[config.mk]
export PLATFORM = sky130hd
export DESIGN_NAME = sdram_cmd_arbiter
export DESIGN_NICKNAME = d
export VERILOG_FILES = /design/src/rtl/sdram_cmd_arbiter.sv
export SDC_FILE = /design/constraint.sdc
export NUM_CORES = 1
export LEC_CHECK = 0
export BUFFER_PORTS_ARGS = -buffer_cell sky130_fd_sc_hd__buf_2
export CORE_AREA = 2 2 72 74
export CTS_BUF_LIST = sky130_fd_sc_hd__clkbuf_4 sky130_fd_sc_hd__clkbuf_8 sky130_fd_sc_hd__clkbuf_16
export CTS_CLUSTER_DIAMETER = 150
export DETAILED_ROUTE_END_ITERATION = 6
export DIE_AREA = 0 0 74 76
export GPL_ROUTABILITY_DRIVEN = 0
export PLACE_DENSITY = 0.73
export SLEW_MARGIN = 10
export SYNTH_ARGS = -nofsm -noshare
export SYNTH_HDL_FRONTEND = slang
export SYNTH_SLANG_ARGS = --single-unit
[constraint.sdc]
create_clock -name sys_clk -period 2.25 [get_ports sys_clk]
set_clock_uncertainty 0.15 [all_clocks]
set_input_delay 0.225 -clock sys_clk [delete_from_list [all_inputs] [get_ports sys_clk]]
set_output_delay 0.225 -clock sys_clk [all_outputs]
set_load 0.05 [all_outputs]
[src/rtl/sdram_cmd_arbiter.sv]
// SDRAM bus arbiter: refresh timer plus grant FSM over init/refresh/write/read engines.
// Optional grant-hold watchdog (arb_timeout output) is built when SDRAM_ARB_WDOG_EN is defined.
module sdram_cmd_arbiter #(
    parameter int REF_CNT_MAX = 750
`ifdef SDRAM_ARB_WDOG_EN
    ,
    parameter int WDOG_MAX    = 1023
`endif
) (
    input  logic        sys_clk,
    input  logic        sys_rst_n,
    input  logic        init_end,
    input  logic [3:0]  init_cmd,
    input  logic [1:0]  init_ba,
    input  logic [12:0] init_addr,
    input  logic        aref_end,
    input  logic [3:0]  aref_cmd,
    input  logic [12:0] aref_addr,
    input  logic        wr_req,
    input  logic        wr_end,
    input  logic [3:0]  wr_cmd,
    input  logic [1:0]  wr_ba,
    input  logic [12:0] wr_addr,
    input  logic        wr_dq_oe,
    input  logic [15:0] wr_dq,
    input  logic        rd_req,
    input  logic        rd_end,
    input  logic [3:0]  rd_cmd,
    input  logic [1:0]  rd_ba,
    input  logic [12:0] rd_addr,
    output logic        aref_en,
    output logic        wr_en,
    output logic        rd_en,
    output logic        aref_pend,
    output logic        ref_late,
`ifdef SDRAM_ARB_WDOG_EN
    output logic        arb_timeout,
`endif
    output logic [3:0]  sdram_cmd,
    output logic [1:0]  sdram_ba,
    output logic [12:0] sdram_addr,
    output logic        sdram_dq_oe,
    output logic [15:0] sdram_dq_out
);

    localparam int RCW = $clog2(REF_CNT_MAX);
    localparam logic [RCW-1:0] REF_LAST = RCW'(REF_CNT_MAX - 1);

    typedef enum logic [2:0] {S_INIT, S_IDLE, S_AREF, S_WRITE, S_READ} state_t;

    state_t         r_state;
    state_t         w_nxt_state;
    logic [RCW-1:0] r_ref_cnt;
    logic           r_aref_pend;
    logic           r_ref_late;
    logic           r_last_wr;
    logic           r_aref_en;
    logic           r_wr_en;
    logic           r_rd_en;
    logic           w_wrap;
    logic           w_aref_go;

    assign w_wrap    = (r_state != S_INIT) && (r_ref_cnt == REF_LAST);
    assign w_aref_go = (r_state == S_IDLE) && r_aref_pend;

`ifdef SDRAM_ARB_WDOG_EN
    localparam int WCW = $clog2(WDOG_MAX + 1);
    localparam logic [WCW-1:0] WDOG_ARM = WCW'(WDOG_MAX - 2);

    logic [WCW-1:0] r_wdog_cnt;
    logic           r_arb_timeout;
    logic           w_busy;
    logic           w_end_now;

    assign w_busy    = (r_state == S_AREF) || (r_state == S_WRITE) || (r_state == S_READ);
    assign w_end_now = ((r_state == S_AREF)  && aref_end) ||
                       ((r_state == S_WRITE) && wr_end)   ||
                       ((r_state == S_READ)  && rd_end);
    assign arb_timeout = r_arb_timeout;

    // Timeout is armed one cycle early so the pulse lands on the last granted cycle.
    always_ff @(posedge sys_clk or negedge sys_rst_n) begin
        if (!sys_rst_n) begin
            r_wdog_cnt    <= '0;
            r_arb_timeout <= 1'b0;
        end else begin
            r_arb_timeout <= 1'b0;
            if (!w_busy || r_arb_timeout || w_end_now) begin
                r_wdog_cnt <= '0;
            end else begin
                r_wdog_cnt <= r_wdog_cnt + 1'b1;
                if (r_wdog_cnt == WDOG_ARM)
                    r_arb_timeout <= 1'b1;
            end
        end
    end
`endif

    always_comb begin
        w_nxt_state = r_state;
        case (r_state)
            S_INIT:  if (init_end) w_nxt_state = S_IDLE;
            S_IDLE: begin
                if (r_aref_pend)         w_nxt_state = S_AREF;
                else if (wr_req && rd_req) w_nxt_state = r_last_wr ? S_READ : S_WRITE;
                else if (wr_req)         w_nxt_state = S_WRITE;
                else if (rd_req)         w_nxt_state = S_READ;
            end
            S_AREF:  if (aref_end) w_nxt_state = S_IDLE;
            S_WRITE: if (wr_end)   w_nxt_state = S_IDLE;
            S_READ:  if (rd_end)   w_nxt_state = S_IDLE;
            default: w_nxt_state = S_INIT;
        endcase
`ifdef SDRAM_ARB_WDOG_EN
        if (w_busy && r_arb_timeout) w_nxt_state = S_IDLE;
`endif
    end

    always_ff @(posedge sys_clk or negedge sys_rst_n) begin
        if (!sys_rst_n) begin
            r_state     <= S_INIT;
            r_aref_en   <= 1'b0;
            r_wr_en     <= 1'b0;
            r_rd_en     <= 1'b0;
            r_last_wr   <= 1'b0;
            r_ref_cnt   <= '0;
            r_aref_pend <= 1'b0;
            r_ref_late  <= 1'b0;
        end else begin
            r_state   <= w_nxt_state;
            r_aref_en <= (w_nxt_state == S_AREF);
            r_wr_en   <= (w_nxt_state == S_WRITE);
            r_rd_en   <= (w_nxt_state == S_READ);
            if ((r_state == S_IDLE) && ((w_nxt_state == S_WRITE) || (w_nxt_state == S_READ)))
                r_last_wr <= (w_nxt_state == S_WRITE);

            if (r_state != S_INIT)
                r_ref_cnt <= w_wrap ? '0 : r_ref_cnt + 1'b1;
            // A fresh interval elapsing outranks the clear on refresh entry.
            if (w_wrap)
                r_aref_pend <= 1'b1;
            else if (w_aref_go)
                r_aref_pend <= 1'b0;
            r_ref_late <= w_wrap && r_aref_pend;
        end
    end

    assign aref_en   = r_aref_en;
    assign wr_en     = r_wr_en;
    assign rd_en     = r_rd_en;
    assign aref_pend = r_aref_pend;
    assign ref_late  = r_ref_late;

    always_comb begin
        sdram_cmd    = 4'b0111;
        sdram_ba     = 2'b11;
        sdram_addr   = 13'h1fff;
        sdram_dq_oe  = 1'b0;
        sdram_dq_out = 16'h0000;
        case (r_state)
            S_INIT: begin
                sdram_cmd  = init_cmd;
                sdram_ba   = init_ba;
                sdram_addr = init_addr;
            end
            S_AREF: begin
                sdram_cmd  = aref_cmd;
                sdram_addr = aref_addr;
            end
            S_WRITE: begin
                sdram_cmd    = wr_cmd;
                sdram_ba     = wr_ba;
                sdram_addr   = wr_addr;
                sdram_dq_oe  = wr_dq_oe;
                sdram_dq_out = wr_dq;
            end
            S_READ: begin
                sdram_cmd  = rd_cmd;
                sdram_ba   = rd_ba;
                sdram_addr = rd_addr;
            end
            default: ;
        endcase
    end

endmodule

# Yosys cells after proc, flatten, opt, wreduce, memory -nomap -nowiden
# Cells that the tools add are included.
[totals]
register_bits = 19
wordCells = 44
out_inout_bits = 41
[classes]
n_reduce_logical = 9
n_eq_ne = 8
muxes = 18
add_sub_neg = 1
[ops]
columns = ["cell", "count"]
rows = [
  ["$pmux W13 S4", 1],
  ["$mux W3", 9],
  ["$mux W16", 1],
  ["$pmux W4 S4", 1],
  ["$pmux W3 S5", 1],
  ["$eq A3 B2 Y1 const B", 4],
  ["$add A10 B1 Y10 const B", 1],
  ["$eq A10 B10 Y1 const B", 1],
  ["$mux W10", 1],
  ["$eq A3 B3 Y1 const B", 2],
  ["$pmux W2 S3", 1],
  ["$logic_and A1 B1 Y1", 5],
  ["$eq A3 B1 Y1 const B", 1],
  ["$logic_not A3 Y1", 1],
  ["$mux W1", 3],
  ["$reduce_bool A3 Y1", 1],
  ["$reduce_bool A2 Y1", 1],
  ["$logic_or A1 B1 Y1", 1],
]

# Depth between registers and ports, before layout
# Gate-level depths: netlist of the first run.
[depth]
ltp_word = 8
depth_mapped = 6
ltp_nobuf = 6

# Least setup slack after synthesis of the first run
# No wires, ideal clock.
[synth_timing]
path_kind = "flip-flop to output port"
startpoint = "register r_state[1]"
endpoint = "output port sdram_ba[0]"
arrival_time_ns = 1.746
slack_ns = 0.129
stages_incl_launch_ff = 5
path_buffers = 2
path_cell_list = "dfrtp_1 > buf_2 > and3_1 > clkbuf_1 > a22oi_1"
[synth_between]
elab_chain_len = 2
[synth_lines]
columns = ["item", "line_no", "text"]
rows = [
  ["start, declared", "51", "state_t r_state;"],
  ["start signal, assigned", "130", "r_state <= w_nxt_state;"],
  ["$eq A3 B3 Y1 (tied with other cells)", "160", "case (r_state)"],
  ["$pmux W2 S3 *", "160", ""],
  ["end, declared", "40", "output logic [1:0] sdram_ba,"],
]
# Every way passes the cells marked *; elsewhere a longest branch is shown, timed or not.

# Worst setup path after layout of the first run
[layout_timing]
startpoint = "register r_state[2]"
endpoint = "output port sdram_addr[7]"
[layout_between]
elab_chain_len = 2
[layout_lines]
columns = ["item", "line_no", "text"]
rows = [
  ["$eq A3 B3 Y1 (tied with other cells)", "160", ""],
  ["$pmux W13 S4 *", "160", ""],
  ["end, declared", "41", "output logic [12:0] sdram_addr,"],
]
# Marks and branches as above.

==> results.cfg, run 1 <==
[critical_path]
critPathSlowestCell = nor2b_1
slowest_delay_ns = 0.49
r2r_cells = 5
ff2ff_setup_slack_ns = 0.46
crit_required_ns = 1.88
timing.rr.start = r_state[1]
r2r-end = r_ref_cnt[3]
crit_buf_inv = 2
end_kind = output port
crit_family = simple AND/OR/NAND/NOR gates
worstPathArrival_ns = 1.76
cp-endpoint = sdram_addr[7]
crit_start = r_state[2]
path_max_fanout = 22
crit_path_cell_trace = buf_4 > nor2b_1 > a22oi_1 > buf_2
cp.depth = 4
crit_type = flop to output port
startpoint_type = flop

[floorplanning]
io_pins = 140
row_count = 26
die_w_um = 74
start_util = 0.340
die_area_um2 = 5620
die_height_um = 76
core-area_um2 = 4910

[timing]
max_freq_mhz = 469
period_minus_slack_ns = 2.13
post-route-period-util = 0.948
maxSlewViolCount = 0
tns_ns = 0
hold_viol = 0
worst_pin_slew_ns = 0.591
rsz0062_at_grt = no
relSlewSlack = 0.602
final-setup-viol-count = 0

[drt]
wirelength_um = 5380
firstDrtPassIters = 4
vias = 1939
drtIter0Drc = 88
postRouteAntennaNets = 0
drc = 0
wl_per_cell_um = 13.8
viasPerCell = 4.97

[synthesis]
ys.flop_type = dfrtp_1
synth_top_family_by_area = compound AO/OA/AOI/OAI gates
synthSimpleGateAreaFrac = 0.190
avgSynthCellArea_um2 = 9.02
yosys.area.top_type_share = 0.285
synth_mux_area_frac = 0.127
yosys_warnings = 0
synth_area_leader_cell = dfrtp_1
synthAdderAreaFrac = 0.0150
yosys.area_share.xor_xnor = 0.0263
syn_area_um2 = 1670
synth_cell_types = 47
yosys-top-cells-area = dfrtp_1, mux2i_1, and2_1
synth-compound-area-share = 0.291
postSynthCellCount = 185
syn_nets = 286
synth-seq-area-share = 0.285
async_flop_share = 1.00
synth-edff-count = 0
ys_ff_latch = 19

[global_route]
grt_pass1_wl_um = 8150
first_global_vias = 1744
antenna_found_initial = 0
grt_max_degree = 23
grt.total_usage = 0.180
overflow = 0

[cts]
clock_latency_ns = 0.25
clockBufferDepth = 2
cts-root-buf = clkbuf_8
cts_tree = done
post_cts_buffers = 0
clkSinkCount = 19
clk_pin_slew_ns = 0.07
numCtsBuffers = 3
htreeDepth = 1

[layout]
nets = 422
drive_gt1_frac = 0.509
area_growth_pct = 48.5
final_util = 0.504
diodes = 0

[worst_hold_path]
hold_start = rd_end
min_path_type = primary input to flop
holdPathStages = 2

[placed_design]
hpwl_um = 4330
port-buffer-count = 139

[outcome]
status = finished clean

[power]
power.density_nw_per_um2 = 1460
max-vdd-ir-drop_uv = 1060
p_leak_nw = 1.28

[job]
drv_cap = 0
==> flip-flops by register name (all words and copies together), names as in the netlist <==
signal	count
aref_en	1
aref_pend	1
r_last_wr	1
r_ref_cnt	10
r_state	3
rd_en	1
ref_late	1
wr_en	1
==> cells in the mapped netlist, types with 2 or more instances <==
cell / instances
a21oi_1: 18
inv_1: 4
a22oi_1: 10
o31ai_1: 2
a221o_1: 8
buf_6: 2
inv_2: 2
a211oi_1: 8
mux2i_1: 20
ha_1: 2
buf_1: 2
nand4_1: 3
xor2_1: 4
and3_1: 2
nand3_1: 2
dfrtp_1: 19
clkbuf_1: 4
nor2_1: 10
o211ai_1: 2
o21ai_0: 4
buf_2: 7
nand2_1: 8
and2_1: 18
==> power breakdown <==
part | switching (mW) | leakage [nW] | internal [mW] | total, mW
Clock | 0.109 | 0.0262 | 0.138 | 0.246
Sequential | 0.118 | 0.245 | 0.456 | 0.574
Combinational | 1.92 | 1.01 | 0.862 | 2.78
Total | 2.15 | 1.28 | 1.46 | 3.60
==> routing by layer <==
metal | routed length (um) | track usage | up-vias | share of wire
li1 | - | - | 964 | -
met1 | 2270 | 0.237 | 859 | 0.42
met2 | 2510 | 0.296 | 102 | 0.47
met3 | 465 | 0.0278 | 14 | 0.086
met4 | 130 | 0.0582 | 0 | 0.024
met5 | 0 | 0 | - | 0
==> worst min-delay path by stage <==
stage                    to  slack (ns)
2_1_floorplan       aref_en       -0.22
3_3_place_gp   r_ref_cnt[6]        0.03
3_5_place_dp   r_ref_cnt[6]        0.04
4_1_cts          r_state[0]        0.16
5_1_grt          r_state[0]        0.17
6_report         r_state[0]        0.17
==> through the flow <==
step           worst slack [ns]  area [um^2]  hold WS (ns)  total power [mW]  cells
2_1_floorplan             0.129         1670        -0.221              2.79    185
3_3_place_gp              0.423         2420        0.0294              3.32    385
3_5_place_dp              0.383         2420        0.0423              3.35    385
4_1_cts                  0.0927         2470         0.163              3.61    390
5_1_grt                0.000340         2480         0.170              3.85    390
6_report                  0.116         2480         0.169              3.60    390
==> repair_timing <==
item / 4_1_cts / 5_1_grt
hold endpoints to repair: 19 / 0
hold buffers: 1 / 0
resized for setup: 0 / 1
setup endpoints to repair: 0 / 20
==> cells by family after synthesis <==
logic type / Yosys count
AOI/OAI and AO/OA: 63
xor gates and xnor gates: 5
adders and majority gates: 2
buffers and inverters: 22
DFF: 19
muxes: 21
and+or+nand+nor: 53
==> cell type report <==
| class | instances | area (um^2) |
|---|---|---|
| multi-input combinational | 144 | 1080 |
| clock buffer | 4 | 48.8 |
| timing repair buffer | 147 | 758 |
| inverter | 6 | 22.5 |
| tap | 70 | 87.6 |
| sequential | 19 | 475 |
| fill | 470 | 2440 |
==> cells in the final DEF, fill, tap and decap left out, types with 4 or more instances in the layout <==
master / n
nor2_1: 10
nand2_1: 8
o21ai_0: 4
inv_1: 4
mux2i_1: 20
a22oi_1: 10
and2_1: 18
a21oi_1: 18
a211oi_1: 8
a221o_1: 8
dfrtp_1: 19
buf_4: 7
xor2_1: 4
buf_2: 139
Power figures use the tool's default switching activity.
==> run 2, diff against run 1 <==
- clock period: 2.25 -> 2.3 ns (I/O delays scaled with it)
==> run 2 against run 1 <==
Utilization rose by 0.33 points. Power fell by 1.8%. Highest routed layer unchanged. Clock power is 3% lower. Die area is the same. Critical endpoint is now sdram_addr[11]. Combinational power decreased by 2%. Routed wire length decreased by 1.7%. Register-to-register slack better by 0.03 ns. First-iteration DRC count down 4.5%. Via count decreased by 2.8%. Non-clock buffer count fell by 2. Sequential power is 2% higher.
==> results.cfg, run 2 (synthesized netlist as in run 1, its figures left out) <==
[outcome]
status = finished clean

[critical_path]
path_max_fanout = 36
worstPathArrival_ns = 1.73
end_kind = output port
crit_type = flop to output port
startpoint_type = flop
crit_required_ns = 1.92

[power]
p_int_mw = 1.45
p_leak_nw = 1.28
p_total_mw = 3.54
power_frac_clock = 0.068
comb_power_share = 0.768
swShare = 0.591
power.density_nw_per_um2 = 1420
power_switching_mw = 2.09
seqPwrFrac = 0.165
max-vdd-ir-drop_uv = 652

[layout]
drive_gt1_frac = 0.509
largest_reg_flops = 10
final_common_cell = buf_2
area_growth_pct = 49.4
regMostFlops = r_ref_cnt
nets = 420
reg_top3 = r_ref_cnt (10), r_state (3)
layout_common_cells = buf_2, mux2i_1, a21oi_1, and2_1, dfrtp_1
diodes = 0
final_cells = 388
fillerInstances = 459

[global_route]
grt_pass1_wl_um = 8250
grt.met1_usage = 0.245
met2_usage = 0.305
grt_max_degree = 37
first_global_vias = 1753
grt.total_usage = 0.182
overflow = 0
grt_use_met3 = 0.0198
busiest_layer = met2
antenna_found_initial = 0

[worst_hold_path]
min_path_type = primary input to flop

[floorplanning]
io_pins = 140
core-area_um2 = 4910
die_w_um = 74
row_count = 26
start_util = 0.340
die_area_um2 = 5620
die_height_um = 76

[drt]
vias = 1884
wl_per_cell_um = 13.6
firstDrtPassIters = 4
drtIter0Drc = 84
drc = 0
postRouteAntennaNets = 0
wirelength_um = 5290
viasPerCell = 4.86

[timing]
tns_ns = 0
rsz0062_at_grt = no
final-setup-viol-count = 0
max_freq_mhz = 473
worst_pin_slew_ns = 0.555
maxSlewViolCount = 0
hold_viol = 0
relSlewSlack = 0.626
post-route-period-util = 0.919
period_minus_slack_ns = 2.11

[job]
drv_cap = 0

[cts]
cts_tree = done
htreeDepth = 1
clockBufferDepth = 2
numCtsBuffers = 3
clk_pin_slew_ns = 0.07
clock_latency_ns = 0.25
cts-root-buf = clkbuf_8
clkSinkCount = 19

[placed_design]
port-buffer-count = 139
hpwl_um = 4230
dpl.cell_count = 383
[run 2: cell count changes in the layout (fill, tap and decap cells not counted), sizes merged]
cell,change
buf,-2
[run 2: power by group through the flow]
| stage | Sequential [mW] | Clock (mW) | Combinational, mW |
|---|---|---|---|
| floorplan | 0.612 | 0 | 2.12 |
| global placement | 0.582 | 0 | 2.68 |
| detailed placement | 0.582 | 0 | 2.71 |
| CTS | 0.579 | 0.245 | 2.72 |
| global route | 0.602 | 0.262 | 2.92 |
| finish | 0.583 | 0.239 | 2.72 |
[run 2: critical path: stages (launching register included)]
cell and delay (ns):
dfrtp_1 0.41, buf_12 0.19, nor2b_1 0.45, a22oi_1 0.17
buf_2 0.25
[run 2: final cells by class]
cell class / count / area, um^2 / share of cell area
clock buffers: 4 / 48.8 / 0.0196
inverters: 6 / 22.5 / 0.00904
multi-input cells: 144 / 1090 / 0.437
flip-flops and latches: 19 / 477 / 0.191
well taps: 70 / 87.6 / 0.0351
repair buffers: 145 / 768 / 0.308
[run 2: what timing repair did]
action	4_1_cts	5_1_grt
hold endpoints to repair	19	0
resized for setup	0	3
buffers inserted	0	0
setup endpoints to repair	0	25
hold buffers	1	0
[run 2: metal layers]
metal	share of wire	wire (um)
met4	0.0076	40
met1	0.46	2410
met2	0.48	2530
met5	0	0
met3	0.058	309
[run 2: per-stage QoR]
step	instance area (um^2)	util	hold WS [ns]	worst slack, ns
finish	2490	0.507	0.156	0.187
global route	2490	0.507	0.167	0.0551
CTS	2480	0.506	0.159	0.0688
detailed placement	2430	0.494	0.0455	0.356
global placement	2430	0.494	0.0379	0.400
floorplan	1670	-	-0.216	0.174
[run 2: path summary, 6_finish.rpt]
check	startpoint	end	slack (ns)	cells after the start
max in group asynchronous	sys_rst_n	r_state[0]	1.39	2
setup reg to reg	r_state[1]	r_ref_cnt[3]	0.49	5
hold reg to reg	r_ref_cnt[7]	r_ref_cnt[7]	0.33	1
setup / recovery	r_state[2]	sdram_addr[11]	0.19	4
min in group asynchronous	sys_rst_n	r_ref_cnt[4]	0.29	2
hold / removal	rd_end	r_state[0]	0.16	2
